### src/rtl/mc_controller_pkg.sv
// mc_controller_pkg: opcode/funct, ALU and load/store size codes, FSM states and mux selects
package mc_controller_pkg;
  localparam logic [5:0] OP_RTYPE = 6'h00, OP_J = 6'h02, OP_JAL = 6'h03, OP_BEQ = 6'h04;
  localparam logic [5:0] OP_ORI = 6'h0d, OP_LUI = 6'h0f;
  localparam logic [5:0] OP_LB = 6'h20, OP_LH = 6'h21, OP_LWL = 6'h22, OP_LW = 6'h23;
  localparam logic [5:0] OP_LBU = 6'h24, OP_LHU = 6'h25, OP_LWR = 6'h26;
  localparam logic [5:0] OP_SB = 6'h28, OP_SH = 6'h29, OP_SWL = 6'h2a, OP_SW = 6'h2b, OP_SWR = 6'h2e;
  localparam logic [5:0] FN_SLL = 6'h00, FN_JR = 6'h08, FN_JALR = 6'h09, FN_ADDU = 6'h21, FN_SUBU = 6'h23;
  localparam logic [7:0] ALU_NOP = 8'h00, ALU_ADD = 8'h01, ALU_SUB = 8'h02, ALU_OR = 8'h03;
  localparam logic [7:0] ALU_SLL = 8'h04, ALU_EQ = 8'h05;
  localparam logic [2:0] SL_WORD = 3'd0, SL_HALF = 3'd1, SL_BYTE = 3'd2, SL_HALFU = 3'd3;
  localparam logic [2:0] SL_BYTEU = 3'd4, SL_LEFT = 3'd5, SL_RIGHT = 3'd6;
  localparam logic [1:0] PC_PLUS4 = 2'd0, PC_BRANCH = 2'd1, PC_JUMP = 2'd2, PC_RS = 2'd3;
  localparam logic [1:0] A3_RD = 2'd0, A3_RT = 2'd1, A3_RA = 2'd2;
  localparam logic [1:0] DTR_ALU = 2'd0, DTR_MDR = 2'd1, DTR_PC = 2'd2;
  localparam logic [1:0] ALUB_RT = 2'd0, ALUB_4 = 2'd1, ALUB_IMM = 2'd2, ALUB_IMM4 = 2'd3;
  localparam logic [1:0] EXT_ZERO = 2'd0, EXT_SIGN = 2'd1, EXT_LUI = 2'd2;
  typedef enum logic [2:0] {CL_ALU_R, CL_ALU_I, CL_LOAD, CL_STORE, CL_BRANCH, CL_JUMP} iclass_t;
  typedef enum logic [3:0] {
    S_FETCH, S_DECODE, S_EXEC_R, S_EXEC_I, S_MEM_ADDR, S_MEM_RD, S_MEM_WR,
    S_WB_ALU, S_WB_MEM, S_BRANCH, S_JUMP
  } state_t;
  function automatic logic [2:0] sl_mode(input logic [5:0] op);
    case (op)
      OP_LB, OP_SB: sl_mode = SL_BYTE;
      OP_LBU: sl_mode = SL_BYTEU;
      OP_LH, OP_SH: sl_mode = SL_HALF;
      OP_LHU: sl_mode = SL_HALFU;
      OP_LWL, OP_SWL: sl_mode = SL_LEFT;
      OP_LWR, OP_SWR: sl_mode = SL_RIGHT;
      default: sl_mode = SL_WORD;
    endcase
  endfunction
endpackage

### src/rtl/mc_controller_decode.sv
// mc_decode: opcode/funct to instruction class and decode fields
module mc_decode
  import mc_controller_pkg::*;
#(
  parameter int PARTIAL_LS = 1
) (
  input  logic [5:0] opcode,
  input  logic [5:0] funct,
  output logic [2:0] cls,
  output logic [7:0] alu,
  output logic [1:0] ext,
  output logic [2:0] sl,
  output logic [1:0] a3,
  output logic       link,
  output logic       legal
);
  always_comb begin
    cls = CL_ALU_R;
    alu = ALU_ADD;
    ext = EXT_ZERO;
    sl = SL_WORD;
    a3 = A3_RD;
    link = 1'b0;
    legal = 1'b1;
    case (opcode)
      OP_RTYPE: begin
        alu = funct == FN_SUBU ? ALU_SUB : funct == FN_SLL ? ALU_SLL : ALU_ADD;
        cls = (funct == FN_JR || funct == FN_JALR) ? CL_JUMP : CL_ALU_R;
        link = funct == FN_JALR;
        legal = funct inside {FN_ADDU, FN_SUBU, FN_SLL, FN_JR, FN_JALR};
      end
      OP_ORI, OP_LUI: begin
        cls = CL_ALU_I;
        alu = ALU_OR;
        ext = opcode == OP_LUI ? EXT_LUI : EXT_ZERO;
        a3 = A3_RT;
      end
      OP_BEQ: begin
        cls = CL_BRANCH;
        alu = ALU_EQ;
      end
      OP_J: cls = CL_JUMP;
      OP_JAL: begin
        cls = CL_JUMP;
        link = 1'b1;
        a3 = A3_RA;
      end
      OP_LB, OP_LH, OP_LWL, OP_LW, OP_LBU, OP_LHU, OP_LWR: begin
        cls = CL_LOAD;
        a3 = A3_RT;
        ext = EXT_SIGN;
        sl = sl_mode(opcode);
        legal = PARTIAL_LS != 0 || opcode == OP_LW;
      end
      OP_SB, OP_SH, OP_SWL, OP_SW, OP_SWR: begin
        cls = CL_STORE;
        ext = EXT_SIGN;
        sl = sl_mode(opcode);
        legal = PARTIAL_LS != 0 || opcode == OP_SW;
      end
      default: legal = 1'b0;
    endcase
  end
endmodule

### src/rtl/mc_controller.sv
// mc_controller: multi-cycle MIPS control FSM with memory handshake and retire counter
module mc_controller
  import mc_controller_pkg::*;
#(
  parameter int ALU_W = 8,
  parameter int SL_W = 3,
  parameter int PARTIAL_LS = 1,
  parameter int CNT_W = 32
) (
  input  logic             clk,
  input  logic             rst_n,
  input  logic [5:0]       opcode,
  input  logic [5:0]       funct,
  input  logic             alu_eq,
  input  logic             mem_ready,
  output logic             mem_req,
  output logic             mem_we,
  output logic             mem_addr_sel,
  output logic             ir_we,
  output logic             pc_we,
  output logic [1:0]       pc_src,
  output logic             reg_we,
  output logic [1:0]       reg_a3_sel,
  output logic [1:0]       data_to_reg,
  output logic             alu_a_sel,
  output logic [1:0]       alu_b_sel,
  output logic [1:0]       ext_ctrl,
  output logic [ALU_W-1:0] alu_ctrl,
  output logic [SL_W-1:0]  sl_ctrl,
  output logic             instr_done,
  output logic             illegal,
  output logic [CNT_W-1:0] retired
);
  state_t state, nxt;
  logic sync1, run;
  logic [2:0] cls, sl_d, sl_op;
  logic [7:0] alu_d, alu_op;
  logic [1:0] ext_d, a3_d;
  logic link, legal;
  mc_decode #(.PARTIAL_LS(PARTIAL_LS)) u_dec (
    .opcode(opcode), .funct(funct), .cls(cls), .alu(alu_d), .ext(ext_d),
    .sl(sl_d), .a3(a3_d), .link(link), .legal(legal)
  );
  assign alu_ctrl = ALU_W'(alu_op);
  assign sl_ctrl = SL_W'(sl_op);
  // run rises two clocks after rst_n release; until then every output stays 0
  always_ff @(posedge clk or negedge rst_n) begin
    if (!rst_n) begin
      sync1 <= 1'b0;
      run <= 1'b0;
      state <= S_FETCH;
      retired <= '0;
    end else begin
      sync1 <= 1'b1;
      run <= sync1;
      state <= nxt;
      if (instr_done) retired <= retired + CNT_W'(1);
    end
  end
  always_comb begin
    nxt = state;
    mem_req = 1'b0;
    mem_we = 1'b0;
    mem_addr_sel = 1'b0;
    ir_we = 1'b0;
    pc_we = 1'b0;
    pc_src = PC_PLUS4;
    reg_we = 1'b0;
    reg_a3_sel = A3_RD;
    data_to_reg = DTR_ALU;
    alu_a_sel = 1'b0;
    alu_b_sel = ALUB_RT;
    ext_ctrl = EXT_ZERO;
    alu_op = ALU_NOP;
    sl_op = SL_WORD;
    instr_done = 1'b0;
    illegal = 1'b0;
    if (run) begin
      case (state)
        S_FETCH: begin
          mem_req = 1'b1;
          alu_b_sel = ALUB_4;
          alu_op = ALU_ADD;
          ir_we = mem_ready;
          pc_we = mem_ready;
          nxt = mem_ready ? S_DECODE : S_FETCH;
        end
        S_DECODE: begin
          alu_b_sel = ALUB_IMM4;
          ext_ctrl = EXT_SIGN;
          alu_op = ALU_ADD;
          illegal = !legal;
          nxt = !legal ? S_FETCH : cls == CL_ALU_R ? S_EXEC_R : cls == CL_ALU_I ? S_EXEC_I :
                cls == CL_BRANCH ? S_BRANCH : cls == CL_JUMP ? S_JUMP : S_MEM_ADDR;
        end
        S_EXEC_R: begin
          alu_a_sel = 1'b1;
          alu_op = alu_d;
          nxt = S_WB_ALU;
        end
        S_EXEC_I: begin
          alu_a_sel = 1'b1;
          alu_b_sel = ALUB_IMM;
          ext_ctrl = ext_d;
          alu_op = alu_d;
          nxt = S_WB_ALU;
        end
        S_MEM_ADDR: begin
          alu_a_sel = 1'b1;
          alu_b_sel = ALUB_IMM;
          ext_ctrl = EXT_SIGN;
          alu_op = ALU_ADD;
          nxt = cls == CL_LOAD ? S_MEM_RD : S_MEM_WR;
        end
        S_MEM_RD, S_MEM_WR: begin
          mem_req = 1'b1;
          mem_addr_sel = 1'b1;
          mem_we = state == S_MEM_WR;
          sl_op = sl_d;
          instr_done = mem_ready && state == S_MEM_WR;
          nxt = !mem_ready ? state : state == S_MEM_RD ? S_WB_MEM : S_FETCH;
        end
        S_WB_ALU, S_WB_MEM: begin
          reg_we = 1'b1;
          reg_a3_sel = state == S_WB_MEM ? A3_RT : a3_d;
          data_to_reg = state == S_WB_MEM ? DTR_MDR : DTR_ALU;
          sl_op = state == S_WB_MEM ? sl_d : SL_WORD;
          instr_done = 1'b1;
          nxt = S_FETCH;
        end
        S_BRANCH: begin
          alu_a_sel = 1'b1;
          alu_op = ALU_EQ;
          pc_we = alu_eq;
          pc_src = PC_BRANCH;
          instr_done = 1'b1;
          nxt = S_FETCH;
        end
        S_JUMP: begin
          pc_we = 1'b1;
          pc_src = opcode == OP_RTYPE ? PC_RS : PC_JUMP;
          reg_we = link;
          reg_a3_sel = a3_d;
          data_to_reg = link ? DTR_PC : DTR_ALU;
          instr_done = 1'b1;
          nxt = S_FETCH;
        end
        default: nxt = S_FETCH;
      endcase
    end
  end
endmodule

### config.mk
export PLATFORM = sky130hd
export DESIGN_NAME = mc_controller
export DESIGN_NICKNAME = d
export VERILOG_FILES = /design/src/rtl/mc_controller_pkg.sv /design/src/rtl/mc_controller_decode.sv /design/src/rtl/mc_controller.sv
export SDC_FILE = /design/constraint.sdc
export NUM_CORES = 1
export LEC_CHECK = 0
export CAP_MARGIN = 10
export CELL_PAD_IN_SITES_DETAIL_PLACEMENT = 1
export CELL_PAD_IN_SITES_GLOBAL_PLACEMENT = 1
export CORE_MARGIN = 4
export CORE_UTILIZATION = 34
export CTS_BUF_LIST = sky130_fd_sc_hd__clkbuf_16
export DETAILED_ROUTE_END_ITERATION = 16
export GPL_TIMING_DRIVEN = 1
export PLACE_DENSITY_LB_ADDON = 0.08
export SLEW_MARGIN = 0
export SYNTH_ARGS = -nofsm -noshare
export SYNTH_HDL_FRONTEND = slang
export SYNTH_SLANG_ARGS = --single-unit
### constraint.sdc
create_clock -name clk -period 2.7 [get_ports clk]
set_input_delay 0.405 -clock clk [delete_from_list [all_inputs] [get_ports clk]]
set_output_delay 0.405 -clock clk [all_outputs]
set_load 0.03 [all_outputs]
Yosys cells after proc, flatten, opt, wreduce, memory -nomap -nowiden

Cells that the tools add are included.

Add/subtract/negate cells: 1
Equality and inequality tests: 36
Mux-type cells: 59
Reductions and logical operators: 29

Operator list:

| operator              | number |
|---|---|
| $eq 6x6->1 const B    | 14 |
| $pmux 8 s3            | 2 |
| $pmux 3 s6            | 2 |
| $add 32x1->32 const B | 1 |
| $mux 4                | 7 |
| $eq 6x4->1 const B    | 4 |
| $pmux 2 s2            | 6 |
| $reduce_or 2->1       | 11 |
| $pmux 4 s5            | 1 |
| $mux 1                | 18 |
| $mux 2                | 9 |
| $reduce_or 17->1      | 1 |
| $eq 4x3->1 const B    | 4 |
| $mux 8                | 2 |
| $mux 3                | 5 |
| $eq 4x4->1 const B    | 3 |
| $eq 6x2->1 const B    | 2 |
| $logic_not 6->1       | 2 |
| $reduce_or 12->1      | 1 |
| $reduce_or 9->1       | 1 |
| $eq 4x2->1 const B    | 2 |
| $pmux 1 s2            | 4 |
| $reduce_or 4->1       | 2 |
| $reduce_or 7->1       | 1 |
| other kinds (18)      | 20 |

Register bits after elaboration: 38

Logic depth before layout (Yosys ltp)

Gate-level depths: netlist of the first run.

Word-level depth: 11
Depth in mapped cells: 8
Gate-level depth less buffers: 6

Modules after synthesis

A second synthesis of the first run with hierarchy kept.

Cells, all modules: 324
Area, all modules: 2771.4 um2

Modules (own cells, without submodules):

| module        | instances | cells each | area each (um2) | seq. area each (um2) |
|---|---|---|---|---|
| mc_controller | 1         | 250        | 2317.2          | 950.9 |
| mc_decode     | 1         | 74         | 454.2           | 0.0 |

Worst setup path before layout of the first run

Ideal clock, no wire load.

Path type: reg2out
From: register state[2]
To: output reg_we
Arrival: 2.396 ns
Path slack: -0.101 ns
Cell stages (with the launch flop): 7
Path buffers: 1
Path through: dfrtp_1 -> buf_2 -> nor2b_2 -> nand2_1 -> nor2_1 -> a21boi_0 -> a21o_1

Cells in the longest elaborated chain, start to end: 4
Elaborated cells on any way between the ends: 6
Classes of those cells: 3 x eq/ne; 2 x mux; 1 x reduce/logical

Ends and longest elaborated chain:

| what                                     | RTL line            | RTL |
|---|---|---|
| start: declaration                       | mc_controller.sv:34 | `state_t state, nxt;` |
| start signal: assignment                 | mc_controller.sv:56 | `state <= nxt;` |
| $eq 4x4->1 or $eq 4x3->1 (tied branches) | mc_controller.sv:79 | `case (state)` |
| $reduce_or 2->1                          | mc_controller.sv:79 |  |
| $pmux 1 s2 *                             | mc_controller.sv:79 |  |
| $mux 1 *                                 | mc_controller.sv:78 | `if (run) begin` |
| end: declaration                         | mc_controller.sv:22 | `output logic reg_we,` |

Mark *: on every way between the ends. The rest lies on a longest branch, timed or not.

Final worst setup path of the first run

From: register state[3]
To: output ir_we

Cells in the longest elaborated chain, start to end: 3

Ends and longest elaborated chain:

| what             | RTL line            | RTL |
|---|---|---|
| $logic_not 4->1  | mc_controller.sv:79 |  |
| $mux 1           | mc_controller.sv:79 |  |
| $mux 1           | mc_controller.sv:78 |  |
| end: declaration | mc_controller.sv:19 | `output logic ir_we,` |

Every way passes these cells.

==> summary.txt, run 1 <==
Setup path
  – CP max stage cell: clkdlybuf4s50_1
  – CP Launch Type: flop
  – Critical path's largest stage delay: 0.66 ns
  – Top delay family on crit path: simple AND/OR/NAND/NOR gates
  – Crit path max fanout: 10
  – Crit path required time: 2.30 ns
  – Crit end category: primary output
  – Worst path arrival time: 2.18 ns
  – CP Class: flop to primary output
  – Cell Chain, Critical Path: nand2b_1 -> nor2_1 -> and3_1 -> clkdlybuf4s50_1
  – WP buf/inv: 1

Route
  – DRT antenna net count: 0
  – Drt pass-1 iters: 4
  – Drc violations: 0
  – Drt wl/cell: 15.5 µm
  – Drt first-iter violations: 32
  – Total wire length: 7560 µm
  – Vias: 2,488
  – Drt via density: 5.11

Floorplan
  – Die H: 94.3 µm
  – Die area: 8880 µm²
  – Core ar.: 7250 µm²
  – # IOs: 78
  – Initial Util: 34.9%
  – Cell row count: 31
  – Die W: 94.3 µm

Hold path
  – Worst hold path class: input port to asynchronous set/reset pin

Logic synthesis
  – Count leader, synth: dfrtp_1
  – Synth top area share: 37.6%
  – Synth unique cells: 49
  – Yosys warnings: 0
  – Number of synthesized register bits: 38
  – Mapped Area: 2530 µm²
  – Synth area leader: dfrtp_1
  – Seq/Total Area, Yosys: 37.6%
  – Mapped Avg Cell Area: 8.55 µm²
  – Synth top cells by count: 38 x dfrtp_1, 31 x nand2_1, 26 x nor2_1
  – Synth Flop Type: dfrtp_1
  – Synth area leaders: dfrtp_1 38%, xnor2_1 5.5%, xor2_1 5.5%
  – Synthesized netlist cell count: 296
  – Asr flop ratio synth: 100%
  – Post-synth EDFFs: 0

Placed design
  – Final RePlAce weighted congestion: 0.810
  – Detailed Place HPWL: 5700 µm
  – IO buf count: 72

Global route
  – Global Route Usage Sum: 17.6%
  – Total grt overflow: 0
  – Antenna violations before repair: 0
  – First-pass GRT wire length: 12,600 µm
  – Pin count of the biggest net entering global routing: 39
  – Vias in the first global route: 2,587

Timing
  – Unrepaired setup endpoints after global routing: no
  – Setup TNS: 0 ns
  – Hold Vio Cnt, Final: 0
  – F_max: 387 MHz
  – Fin crit period: 2.58 ns
  – Final max-slew violation count: 0
  – Setup-failing EPs final: 0
  – Hold Slack: 0.231 ns
  – Worst clock skew: 0.00551 ns
  – Rel. slew slack: 44.1%
  – Slew @ Worst Pin: 0.838 ns
  – Tcrit/Tclk final: 95.6%

CTS
  – Hold_buf cts: 0
  – Clk Latency, worst-skew pair: 0.28 ns
  – Sink Count: 38
  – Clock tree buffer depth: 2
  – CTS tree: done
  – TritonCTS Buffers: 5
  – Clock transition at path regs: 0.06 ns
  – CTS H-Tree Depth: 2
  – Root Driver: clkbuf_16

Cells and area
  – Share of layout cells above drive strength 1: 18.3%
  – Final net count: 404
  – Area Growth Syn to Fin: 45.8%
  – N_diodes: 0

Outcome
  – Outcome: finished clean

Pwr
  – Sequential Power Share: 31.8%
  – Peak VDD IR: 0.000418 V
  – P_leak: 1.60 nW
  – Clk network pwr share: 27.6%
  – Pwr/cell area: 644 nW/µm²
  – P_int: 1.47 mW
  – Sw Share: 38.0%
  – Combinational fraction of design power: 40.6%
  – P_sw: 0.902 mW

Job
  – Max-cap violations: 0
## state kept, by name (all words and copies together), names as in the netlist
signal,flops
sync1,1
retired,32
state,4
run,1
## metrics by stage
step,util [%],instance area (µm²),std cells,power [mW],setup slack (ns)
floorplan,-,2540,300,1.32,0.129
global placement,48.1,3490,479,1.71,0.0511
detailed placement,48.1,3490,479,1.72,0.0102
CTS,50.4,3650,487,2.39,0.0151
global route,50.9,3690,487,2.53,0.000775
finish,50.9,3690,487,2.38,0.119
## final cells by class
cell class / instances / area [µm²]
multi-input combinational: 235 / 1490
tap: 99 / 124
timing repair buffer: 100 / 928
inverter: 7 / 26.3
clock buffer: 5 / 125
clock inverter: 3 / 40.0
fill: 854 / 3560
sequential: 38 / 953
## layer usage
layer | up-vias | part of all wire [%] | track usage (%)
met5 | - | 0 | 0
met2 | 52 | 50 | 30.1
li1 | 1213 | - | -
met4 | 0 | 0.90 | 3.97
met1 | 1217 | 45 | 23.2
met3 | 6 | 4.0 | 2.64
## placed cells by master (no fill, tap or decap), drive strengths merged, types with 3 or more instances in the layout
master and count:
xnor2 16, and4 4, clkbuf 5, and2 3, o22ai 3, dfrtp 38, nor3 16, conb 6
nand4 10, nand2 31, a21oi 16, nor3b 6, or2 4, nor2 26, xor2 16, nand3 10
nor4 9, clkdlybuf4s50 55, a31oi 5, nor2b 9, and3 4, or3 3, buf 44, inv 7
o21ai 6, nand2b 7
## power by group through the flow
| stage | registers, mW | logic [mW] | clock network, mW |
|---|---|---|---|
| 2_1_floorplan | 0.733 | 0.586 | 0 |
| 3_3_place_gp | 0.757 | 0.951 | 0 |
| 3_5_place_dp | 0.760 | 0.965 | 0 |
| 4_1_cts | 0.751 | 0.968 | 0.671 |
| 5_1_grt | 0.776 | 1.05 | 0.699 |
| 6_report | 0.756 | 0.965 | 0.655 |
## logic make-up (layout without fill, tap and decap cells)
kind of cell,after synthesis,count (layout),synth area share (%)
simple gates,146,146,31.7
compound gates,48,48,12.7
flops,38,38,37.6
xor+xnor,32,32,11.1
buf+inv,27,115,5.29
other cells,2,6,0.297
mux,2,2,0.841
fa+ha+maj,1,1,0.494
## path summary, 6_finish.rpt
path                                     to  depth (start not counted)  slack (ns)  startpoint
worst max register to register  retired[31]                          7        0.36    state[1]
worst min register to register          run                          0        0.35       sync1
worst min-delay path            retired[14]                          1        0.23       rst_n
max in group asynchronous          state[0]                          1        1.90       rst_n
min in group clk                        run                          0        0.35       sync1
worst max-delay path                  ir_we                          4        0.12    state[3]
## repair_timing
action	CTS	global route
endpoints found under the setup margin	0	12
gates resized for setup	0	9
buffers inserted	0	0
No activity file was read; power rests on OpenSTA's default activity.
==> run 2: changes to the inputs <==
RECOVER_POWER = 100   (was not set)
TNS_END_PERCENT = 5   (was not set)
==> summary.txt, run 2 (synthesis results as in run 1) <==
Outcome
  – Outcome: finished, violations left
  – Failing checks: capacitance limit, slew limit

CTS
  – TritonCTS Buffers: 5
  – Clk Latency, worst-skew pair: 0.28 ns
  – Clock transition at path regs: 0.06 ns
  – Root Driver: clkbuf_16
  – Setup bufs post-CTS: 0
  – Hold_buf cts: 0
  – CTS tree: done
  – CTS H-Tree Depth: 2
  – Clock tree buffer depth: 2
  – Sink Count: 38

Setup path
  – R2r setup slk: 0.36 ns
  – Worst reg2reg startpoint: state[3]
  – Crit path required time: 2.30 ns
  – Critical path's largest stage delay: 0.66 ns
  – CP Launch Type: flop
  – Crit end category: primary output
  – Worst path arrival time: 2.18 ns
  – Path depth of the worst reg2reg path: 7
  – CP max stage cell: clkdlybuf4s50_1
  – Cell Chain, Critical Path: nand2b_1 -> nor2_1 -> and3_1 -> clkdlybuf4s50_1
  – CP Class: flop to primary output
  – Crit path max fanout: 10
  – Worst reg2reg endpoint: retired[31]

Timing
  – Hold Vio Cnt, Final: 0
  – Worst clock skew: 0.00480 ns
  – F_max: 388 MHz
  – Setup TNS: 0 ns
  – Unrepaired setup endpoints after global routing: no
  – Rel. slew slack: -35.6%
  – Setup-failing EPs final: 0
  – Final max-slew violation count: 39
  – Slew @ Worst Pin: 2.03 ns
  – Fin crit period: 2.58 ns
  – Tcrit/Tclk final: 95.6%

Pwr
  – Pwr/cell area: 642 nW/µm²
  – P_leak: 1.68 nW
  – Design Power: 2.31 mW
  – Peak VDD IR: 0.000399 V

Global route
  – Global Route Usage Sum: 17.6%
  – Antenna violations before repair: 0
  – Vias in the first global route: 2,587
  – Pin count of the biggest net entering global routing: 39
  – Grt met3 use: 2.64%
  – Routing usage on met1: 23.2%
  – Met2 Resource Use GR: 30.1%
  – Total grt overflow: 0
  – First-pass GRT wire length: 12,600 µm
  – Gr busiest metal: met2

Route
  – Drt first-iter violations: 32
  – Drt via density: 5.09
  – Vias: 2,478
  – Drc violations: 0
  – DRT antenna net count: 0
  – Total wire length: 7530 µm
  – Drt pass-1 iters: 4
  – Drt wl/cell: 15.5 µm

Floorplan
  – Initial Util: 34.9%
  – Die W: 94.3 µm
  – Core ar.: 7250 µm²
  – Cell row count: 31
  – # IOs: 78
  – Die H: 94.3 µm
  – Die area: 8880 µm²

Cells and area
  – N_diodes: 0
  – Final net count: 404
  – Biggest regs: retired x32, state x4
  – Final Instance Area: 3600 µm²
  – Area Growth Syn to Fin: 42.3%
  – Share of layout cells above drive strength 1: 15.7%
  – Commonest non-fill, non-tap cell in the layout: dlygate4sd3_1
  – Reg with most FFs: retired
  – Max reg flops: 32
  – Post-Layout Cell Count: 487
  – Most frequent cells in the layout: 38 x dlygate4sd3_1, 36 x dfrtp_1, 33 x buf_4

Placed design
  – Final RePlAce weighted congestion: 0.810
  – Cell count after placement: 479
  – Detailed Place HPWL: 5700 µm
  – DP Area: 3490 µm²
  – IO buf count: 72

Hold path
  – Hold Crit Depth: 0
  – Worst Hold End: run
  – Hold Crit Start: sync1
  – Worst hold path class: flop to flop

Job
  – Max-cap violations: 1
## run 2: cell types whose count changed in the layout (fill, tap and decap cells not counted), sizes merged
| cell | delta |
|---|---|
| buf | -7 |
| clkbuf | +7 |
| clkdlybuf4s50 | -38 |
| dlygate4sd3 | +38 |
## run 2: worst max-delay path by stage
stage,from,to,slack (ns),cells after the start
after floorplan,state[2],reg_we,0.13,6
after global placement,opcode[1],sl_ctrl[1],0.05,8
after detailed placement,opcode[1],sl_ctrl[1],0.01,8
after CTS,opcode[1],sl_ctrl[1],0.02,8
after global routing,opcode[2],reg_we,0.0008,8
final,state[3],ir_we,0.12,4
## run 2: final cells by class
class	count	area, µm²
fillers	860	3650
multi-input cells	235	1440
flip-flops and latches	38	953
repair buffers	100	890
clock buffers	5	125
well taps	99	124
clock inverters	3	40.0
inverters	7	26.3
## run 2: layer usage
metal | vias to the layer above | wire length [µm]
met2 | 49 | 3730
met5 | - | 0
met3 | 6 | 274
li1 | 1213 | -
met1 | 1210 | 3460
met4 | 0 | 68
## run 2: timing repair
action / CTS / global route
endpoints found under the setup margin: 0 / 12
resized for setup: 0 / 8
endpoints found under the hold margin: 0 / 0
## run 2: critical path: cells and delay by family, from the launching register on
family / cells / cell delay (ns)
DFF: 1 / 0.47
and+or+nand+nor: 3 / 0.76
buffers and inverters: 1 / 0.66
## run 2: per-stage QoR
step                util [%]  hold slack (ns)  setup slack (ns)
floorplan                  -            0.109             0.129
global placement        48.1            0.339            0.0511
detailed placement      48.1            0.339            0.0102
CTS                     50.4            0.263            0.0151
global route            49.6            0.367          0.000777
finish                  49.6            0.350             0.119
## run 2: power by group
| part | switching (mW) | leakage (nW) | internal, mW |
|---|---|---|---|
| Combinational | 0.539 | 1.10 | 0.365 |
| Clock | 0.222 | 0.0836 | 0.432 |
| Sequential | 0.128 | 0.499 | 0.625 |
| Total | 0.890 | 1.68 | 1.42 |
